### config.mk
export PLATFORM = sky130hd
export DESIGN_NAME = sram_rmw_ctrl
export DESIGN_NICKNAME = d
export VERILOG_FILES = /design/src/rtl/sram_rmw_ctrl.sv
export SDC_FILE = /design/constraint.sdc
export NUM_CORES = 1
export LEC_CHECK = 0
export CORE_MARGIN = 2
export CORE_UTILIZATION = 41
export DETAILED_ROUTE_END_ITERATION = 8
export PLACE_DENSITY_LB_ADDON = 0.1
export SYNTH_ARGS = -nofsm -noshare
export SYNTH_HDL_FRONTEND = slang
export SYNTH_SLANG_ARGS = --single-unit
### constraint.sdc
create_clock -name clk -period 3.75 [get_ports clk]
set_input_delay 0.5625 -clock clk [delete_from_list [all_inputs] [get_ports clk]]
set_output_delay 0.5625 -clock clk [all_outputs]
set_load 0.02 [all_outputs]
### src/rtl/sram_rmw_ctrl.sv
// Async-SRAM controller for the co-processor IO bus: word reads, full-word
// writes (optionally posted) and byte-lane writes done as read-modify-write.
module sram_rmw_ctrl #(
    parameter int DATA_W     = 32,
    parameter int ADDR_W     = 19,
    parameter int RD_LAT     = 1,
    parameter int WR_LAT     = 1,
    parameter int RMW_RD_LAT = 1,
    parameter int RMW_WR_LAT = 1,
    parameter int POST_WR    = 0
) (
    input  logic                  clk,
    input  logic                  rst,
    input  logic                  io_rd,
    input  logic                  io_wr,
    input  logic [31:0]           io_a,
    input  logic [DATA_W/8-1:0]   io_be,
    input  logic [DATA_W-1:0]     io_di,
    output logic [DATA_W-1:0]     io_q,
    output logic                  io_ready,
    output logic                  busy,
    output logic                  ram_cs_b,
    output logic                  ram_oe_b,
    output logic                  ram_we_b,
    output logic [ADDR_W-1:0]     ram_addr,
    output logic [DATA_W-1:0]     ram_dq_o,
    output logic                  ram_dq_oe,
    input  logic [DATA_W-1:0]     ram_dq_i
);
    localparam int LANES = DATA_W / 8;
    localparam int AB    = $clog2(LANES);

    typedef enum logic [2:0] {IDLE, READ, RMW_RD, WRITE, DONE} state_t;

    state_t              state, state_nxt;
    logic [2:0]          lcount, lcount_nxt;
    logic                posted, posted_nxt;
    logic [LANES-1:0]    be_q, be_nxt;
    logic [DATA_W-1:0]   di_q, di_nxt;
    logic                ready_nxt, cs_nxt, oe_nxt, we_nxt, dq_oe_nxt;
    logic [DATA_W-1:0]   q_nxt, dq_nxt, merged;
    logic [ADDR_W-1:0]   addr_nxt, a_word;
    logic                lc_zero, be_full, be_none;
    logic                unused_a;

    assign a_word   = io_a[ADDR_W+AB-1:AB];
    assign unused_a = ^io_a;
    assign lc_zero  = (lcount == 3'd0);
    assign be_full  = &io_be;
    assign be_none  = ~|io_be;
    assign busy     = (state != IDLE);

    always_comb begin
        merged = ram_dq_i;
        for (int i = 0; i < LANES; i++)
            if (be_q[i]) merged[i*8 +: 8] = di_q[i*8 +: 8];
    end

    always_ff @(posedge clk or posedge rst) begin
        if (rst) begin
            state     <= IDLE;
            lcount    <= '0;
            posted    <= 1'b0;
            be_q      <= '0;
            di_q      <= '0;
            io_ready  <= 1'b0;
            io_q      <= '0;
            ram_cs_b  <= 1'b1;
            ram_oe_b  <= 1'b1;
            ram_we_b  <= 1'b1;
            ram_addr  <= '0;
            ram_dq_o  <= '0;
            ram_dq_oe <= 1'b0;
        end else begin
            state     <= state_nxt;
            lcount    <= lcount_nxt;
            posted    <= posted_nxt;
            be_q      <= be_nxt;
            di_q      <= di_nxt;
            io_ready  <= ready_nxt;
            io_q      <= q_nxt;
            ram_cs_b  <= cs_nxt;
            ram_oe_b  <= oe_nxt;
            ram_we_b  <= we_nxt;
            ram_addr  <= addr_nxt;
            ram_dq_o  <= dq_nxt;
            ram_dq_oe <= dq_oe_nxt;
        end
    end

    always_comb begin
        state_nxt  = state;
        lcount_nxt = lcount;
        unique case (state)
            IDLE: begin
                if (io_rd) begin
                    state_nxt  = READ;
                    lcount_nxt = 3'(RD_LAT);
                end else if (io_wr) begin
                    if (be_full) begin
                        state_nxt  = WRITE;
                        lcount_nxt = 3'(WR_LAT);
                    end else if (be_none) begin
                        state_nxt = DONE;
                    end else begin
                        state_nxt  = RMW_RD;
                        lcount_nxt = 3'(RMW_RD_LAT);
                    end
                end
            end
            READ, WRITE: begin
                if (!lc_zero) lcount_nxt = lcount - 3'd1;
                else          state_nxt  = DONE;
            end
            RMW_RD: begin
                if (!lc_zero) begin
                    lcount_nxt = lcount - 3'd1;
                end else begin
                    state_nxt  = WRITE;
                    lcount_nxt = 3'(RMW_WR_LAT);
                end
            end
            DONE:    state_nxt = IDLE;
            default: state_nxt = IDLE;
        endcase
    end

    always_comb begin
        posted_nxt = posted;
        be_nxt     = be_q;
        di_nxt     = di_q;
        ready_nxt  = 1'b0;
        q_nxt      = io_q;
        cs_nxt     = ram_cs_b;
        oe_nxt     = ram_oe_b;
        we_nxt     = ram_we_b;
        addr_nxt   = ram_addr;
        dq_nxt     = ram_dq_o;
        dq_oe_nxt  = ram_dq_oe;
        unique case (state)
            IDLE: begin
                cs_nxt    = 1'b1;
                oe_nxt    = 1'b1;
                we_nxt    = 1'b1;
                dq_oe_nxt = 1'b0;
                if (io_rd) begin
                    cs_nxt   = 1'b0;
                    oe_nxt   = 1'b0;
                    addr_nxt = a_word;
                end else if (io_wr) begin
                    be_nxt     = io_be;
                    di_nxt     = io_di;
                    posted_nxt = 1'b0;
                    if (be_full) begin
                        cs_nxt     = 1'b0;
                        we_nxt     = 1'b0;
                        addr_nxt   = a_word;
                        dq_nxt     = io_di;
                        dq_oe_nxt  = 1'b1;
                        posted_nxt = (POST_WR != 0);
                        ready_nxt  = (POST_WR != 0);
                    end else if (be_none) begin
                        ready_nxt = 1'b1;
                    end else begin
                        cs_nxt   = 1'b0;
                        oe_nxt   = 1'b0;
                        addr_nxt = a_word;
                    end
                end
            end
            READ: begin
                if (lc_zero) begin
                    q_nxt     = ram_dq_i;
                    cs_nxt    = 1'b1;
                    oe_nxt    = 1'b1;
                    we_nxt    = 1'b1;
                    ready_nxt = 1'b1;
                end
            end
            RMW_RD: begin
                // cs stays low across the turnaround from read to write
                if (lc_zero) begin
                    dq_nxt    = merged;
                    oe_nxt    = 1'b1;
                    we_nxt    = 1'b0;
                    dq_oe_nxt = 1'b1;
                end
            end
            WRITE: begin
                if (lc_zero) begin
                    cs_nxt    = 1'b1;
                    oe_nxt    = 1'b1;
                    we_nxt    = 1'b1;
                    dq_oe_nxt = 1'b0;
                    ready_nxt = !posted;
                end
            end
            DONE:    ready_nxt = 1'b0;
            default: ready_nxt = 1'b0;
        endcase
    end
endmodule

Word-level counts from Yosys, hierarchy flattened

Cells that the tools add are included.

$add $sub $neg: 1
$mul: 0
Div/mod/pow operators: 0
Order comparisons: 0
Equal/unequal tests: 13
Shift-type cells: 0
Mux-type cells: 50
Bitwise operators: 1
Reduce and logical (&&, ||, !) cells: 24

Operator list:

| cell                                                                     | count |
|---|---|
| 32-bit 2-to-1 mux                                                        | 4 |
| 19-bit 2-to-1 mux                                                        | 4 |
| 32-bit case mux with 2 select lines                                      | 1 |
| 3-bit 2-to-1 mux                                                         | 12 |
| 8-bit 2-to-1 mux                                                         | 4 |
| 1-bit 2-to-1 mux                                                         | 18 |
| 3-bit case mux with 3 select lines                                       | 2 |
| 3-bit AND reduction                                                      | 5 |
| 2-bit inequality test (second input constant)                            | 6 |
| 3-bit nonzero test                                                       | 4 |
| 4-bit AND reduction                                                      | 2 |
| 2-bit nonzero test                                                       | 4 |
| 3-bit by 2-bit equality test with 1-bit output (second input constant)   | 2 |
| 3-bit zero test                                                          | 2 |
| 1-bit case mux with 2 select lines                                       | 3 |
| 1-bit case mux with 3 select lines                                       | 2 |
| 2-bit AND reduction                                                      | 3 |
| 5-bit AND reduction                                                      | 1 |
| 2-bit by 1-bit inequality test with 1-bit output (second input constant) | 2 |
| 4-bit inequality test (second input constant)                            | 1 |
| 4-bit OR reduction                                                       | 1 |
| 3-bit by 1-bit equality test with 1-bit output (second input constant)   | 1 |
| 3-bit inequality test (second input constant)                            | 1 |
| 3-bit OR reduction                                                       | 1 |
| 3 further kinds                                                          | 3 |

Register bits after elaboration: 130
Latch bits: 0
Memory bits (writable): 0
Memory bits (read-only): 0
Output and inout bits: 89
Word-level logic and storage cells: 101
Memories kept: 0

Logic depth before layout (Yosys ltp)

Word-level depth: 6
Mapped depth: 8

Worst setup path after synthesis

No wires, ideal clock.

Path kind: input port to flip-flop
Start: input io_be[0]
End: register ram_addr[10]
Arrival: 1.874 ns
Slack: 1.751 ns
Stages: 5
Buffers on the path: 1
Cell sequence: or4_4 -> a21o_1 -> nand2_4 -> buf_12 -> mux2_4

Longest elaborated chain between the ends: 4
Elaborated cells on any way between the ends: 7
Classes of those cells: 3 x mux; 4 x reduce/logical

RTL lines:

| what                 | line | text |
|---|---|---|
| start, declared      | 17   | `input logic [DATA_W/8-1:0] io_be,` |
| 4-bit AND reduction  | 49   | `assign be_full = &io_be;` |
| 19-bit 2-to-1 mux    | 154  | `if (be_full) begin` |
| 19-bit 2-to-1 mux    | 150  | `end else if (io_wr) begin` |
| 19-bit 2-to-1 mux    | 146  | `if (io_rd) begin` |
| end signal, assigned | 85   | `ram_addr <= addr_nxt;` |
| end, declared        | 25   | `output logic [ADDR_W-1:0] ram_addr,` |

Parallel ways exist; a longest one is shown, timed or not. The select of a mux whose other input is x is not followed.
A chain may end at the register's enable or synchronous reset.

Final worst setup path

Start: register state[2]
End: output busy

Longest elaborated chain between the ends: 1

RTL lines:

| what                   | line | text |
|---|---|---|
| start, declared        | 35   | `state_t state, state_nxt;` |
| start signal, assigned | 75   | `state <= state_nxt;` |
| 3-bit nonzero test     | 51   | `assign busy = (state != IDLE);` |
| end, declared          | 21   | `output logic busy,` |

No other way between the ends.

==> impl_metrics.json <==
{
  "status": "complete, no violations",
  "p_clk_frac": 0.212,
  "setup_viol": 0,
  "die_area_sq_mm": 0.0149,
  "critPathRequiredTime_ns": 3.19,
  "finalCriticalPeriod_ns": 2.58,
  "final_net_count": 738,
  "instances_no_fill": 825,
  "pin_count": 193,
  "drv_slew": 0,
  "seqCellArea_sq_mm": 0.00326,
  "crit_path_start": "state[2]",
  "grt_antenna_before_repair": 0,
  "clock_skew_ns": 0.00592,
  "swShare": 0.345,
  "core-area_sq_mm": 0.0138,
  "min_path_type": "flop to flop",
  "clkSinkCount": 130,
  "cts_hold_buf": 0,
  "r2r_setup_slack_ns": 1.47,
  "post_cts_buffers": 0,
  "drt_pass1_iterations": 4,
  "seq_area_frac_synth": 0.568,
  "wl_per_cell_um": 16.8,
  "endpoint": "busy",
  "die_x_um": 122,
  "ir_drop_uv": 406,
  "ys_ff_latch": 130,
  "synth_top_area_frac": 0.555,
  "cts-resized-gates": 0,
  "grt_pass1_wl_um": 22300,
  "grt_use_total": 0.196,
  "final_antenna_net_count": 0,
  "grt_setup_unrepaired": "false",
  "r2r-start": "lcount[0]",
  "rows": 43,
  "h-tree-depth": 4,
  "port_buffers": 179,
  "yosysTopAreaCell": "dfrtp_1",
  "clockBufferDepth": 2,
  "maxCapViolations": 0,
  "p_comb_frac": 0.440,
  "die_h_um": 122,
  "synth_edf_count": 0,
  "multiInputGateArea_sq_mm": 0.00229,
  "reg2reg_to": "io_q[13]",
  "crit_type": "flop to output port",
  "overflow": 0,
  "gp_congestion": 0.765,
  "synth_area_leaders": "dfrtp_1, mux2_2, mux2i_1",
  "max_freq_mhz": 388,
  "cts-root-buf": "clkbuf_16",
  "crit_path_max_fanout": 13,
  "dp_cells": 793,
  "p_leak_nw": 3.54,
  "routed_wirelength_um": 13900,
  "cp.arrival_ns": 2.01,
  "clkTransAtPathRegs_ns": 0.06,
  "fin_crit_sh": 0.687,
  "final_layout_size_suffix_gt1_frac": 0.203,
  "viasPerCell": 4.93,
  "grt_start_max_net_pins": 131,
  "endpoint_kind": "output port",
  "cts_tree": "done",
  "syn_avg_cell_area_sq_um": 12.5,
  "reg2reg_depth": 6,
  "yosys_warnings": 0,
  "netlist_instances": 457,
  "num_vias": 4070,
  "syn_nets": 563,
  "final_cell_mix": "clkdlybuf4s50_1, dfrtp_1, nand2_1, mux2_2, o21ai_0",
  "grt_pass1_vias": 4279,
  "drc": 0,
  "p_int_mw": 4.90,
  "clk_latency_ns": 0.41,
  "start_kind": "flop",
  "fill_cells": 1142,
  "diodes": 0,
  "dp_hpwl_um": 9500,
  "ys_types": 35,
  "switchingPower_mw": 2.57,
  "slew_headroom": 0.528,
  "tns_ns": 0,
  "p_total_mw": 7.47,
  "layout_commonest_cell": "clkdlybuf4s50_1",
  "syn-cell-area_sq_mm": 0.00573,
  "start_util": 0.416,
  "power_density_mw_per_mm2": 907,
  "drtIter0Drc": 260,
  "seqPwrFrac": 0.348,
  "cts_buffers": 17,
  "async_flop_share": 1.00,
  "syn2layout_area_growth_pct": 43.7,
  "worst-slew-pin-transition_ns": 0.709,
  "hold_viol_final": 0,
  "synth_ff_type": "dfrtp_1"
}
-- stage by stage --
step | cell area (sq um) | hold WS [ns] | setup slack [ns] | utilization
floorplan | 5730 | 0.456 | 1.58 | -
global placement | 7660 | 0.461 | 1.12 | 0.556
detailed placement | 7660 | 0.473 | 1.08 | 0.556
CTS | 8230 | 0.488 | 1.15 | 0.598
global route | 8230 | 0.511 | 1.07 | 0.598
finish | 8230 | 0.482 | 1.17 | 0.598
-- power by group through the flow --
stage / combinational, mW / clock, mW / sequential [mW]
floorplan: 1.57 / 0 / 3.01
global placement: 3.25 / 0 / 2.59
detailed placement: 3.32 / 0 / 2.63
CTS: 3.34 / 1.63 / 2.61
global route: 3.55 / 1.68 / 2.70
finish: 3.29 / 1.58 / 2.60
-- how the worst min path moves through the flow --
stage,cells after the start,endpoint,startpoint
finish,2,ram_dq_o[20],ram_dq_o[20]
global route,1,io_q[27],io_q[27]
CTS,2,ram_dq_o[24],ram_dq_o[24]
detailed placement,2,ram_dq_o[13],ram_dq_o[13]
global placement,2,ram_dq_o[15],ram_dq_o[15]
floorplan,1,lcount[0],lcount[0]
-- sequential cells by signal, indices dropped and copies added, names as in the netlist --
signal	cells
ram_we_b	1
ram_oe_b	1
io_ready	1
ram_dq_oe	1
be_q	4
state	3
ram_cs_b	1
ram_dq_o	32
lcount	3
di_q	32
ram_addr	19
io_q	32
-- critical path, cell delays in order (launching register included) --
cell and delay (ns):
dfrtp_1 0.56, nor3_4 0.41, inv_1 0.09, clkdlybuf4s50_1 0.54
-- synth_stat cells, drive strengths merged (3+ instances only) --
master    n
buf      24
nor2      5
mux2i    32
o21ai    66
inv       6
clkbuf    5
dfstp     3
o31ai     3
a21oi     4
nand2    70
dfrtp   127
nor2b     4
mux2     87
-- cell type report --
class                   instances  area share
clock inverters                 4     0.00547
multi-input cells             292       0.278
repair buffers                185       0.226
well taps                     180      0.0274
flip-flops and latches        130       0.396
inverters                       6     0.00319
clock buffers                  28      0.0640
-- logic make-up after synthesis --
logic type | count (synthesis) | share of synthesized area
mux | 119 | 0.239
buf+inv | 35 | 0.0363
fa+ha+maj | 2 | 0.00437
simple gates | 88 | 0.0703
flops | 130 | 0.568
compound gates | 83 | 0.0819
-- metal layers --
layer,GRT usage,up-vias,part of all wire
met5,0,-,0
met3,0.0748,15,0.077
met4,0.0704,0,0.012
met1,0.249,1977,0.44
met2,0.305,123,0.47
li1,-,1955,-
Note: power is estimated with default switching activity, not from simulation.
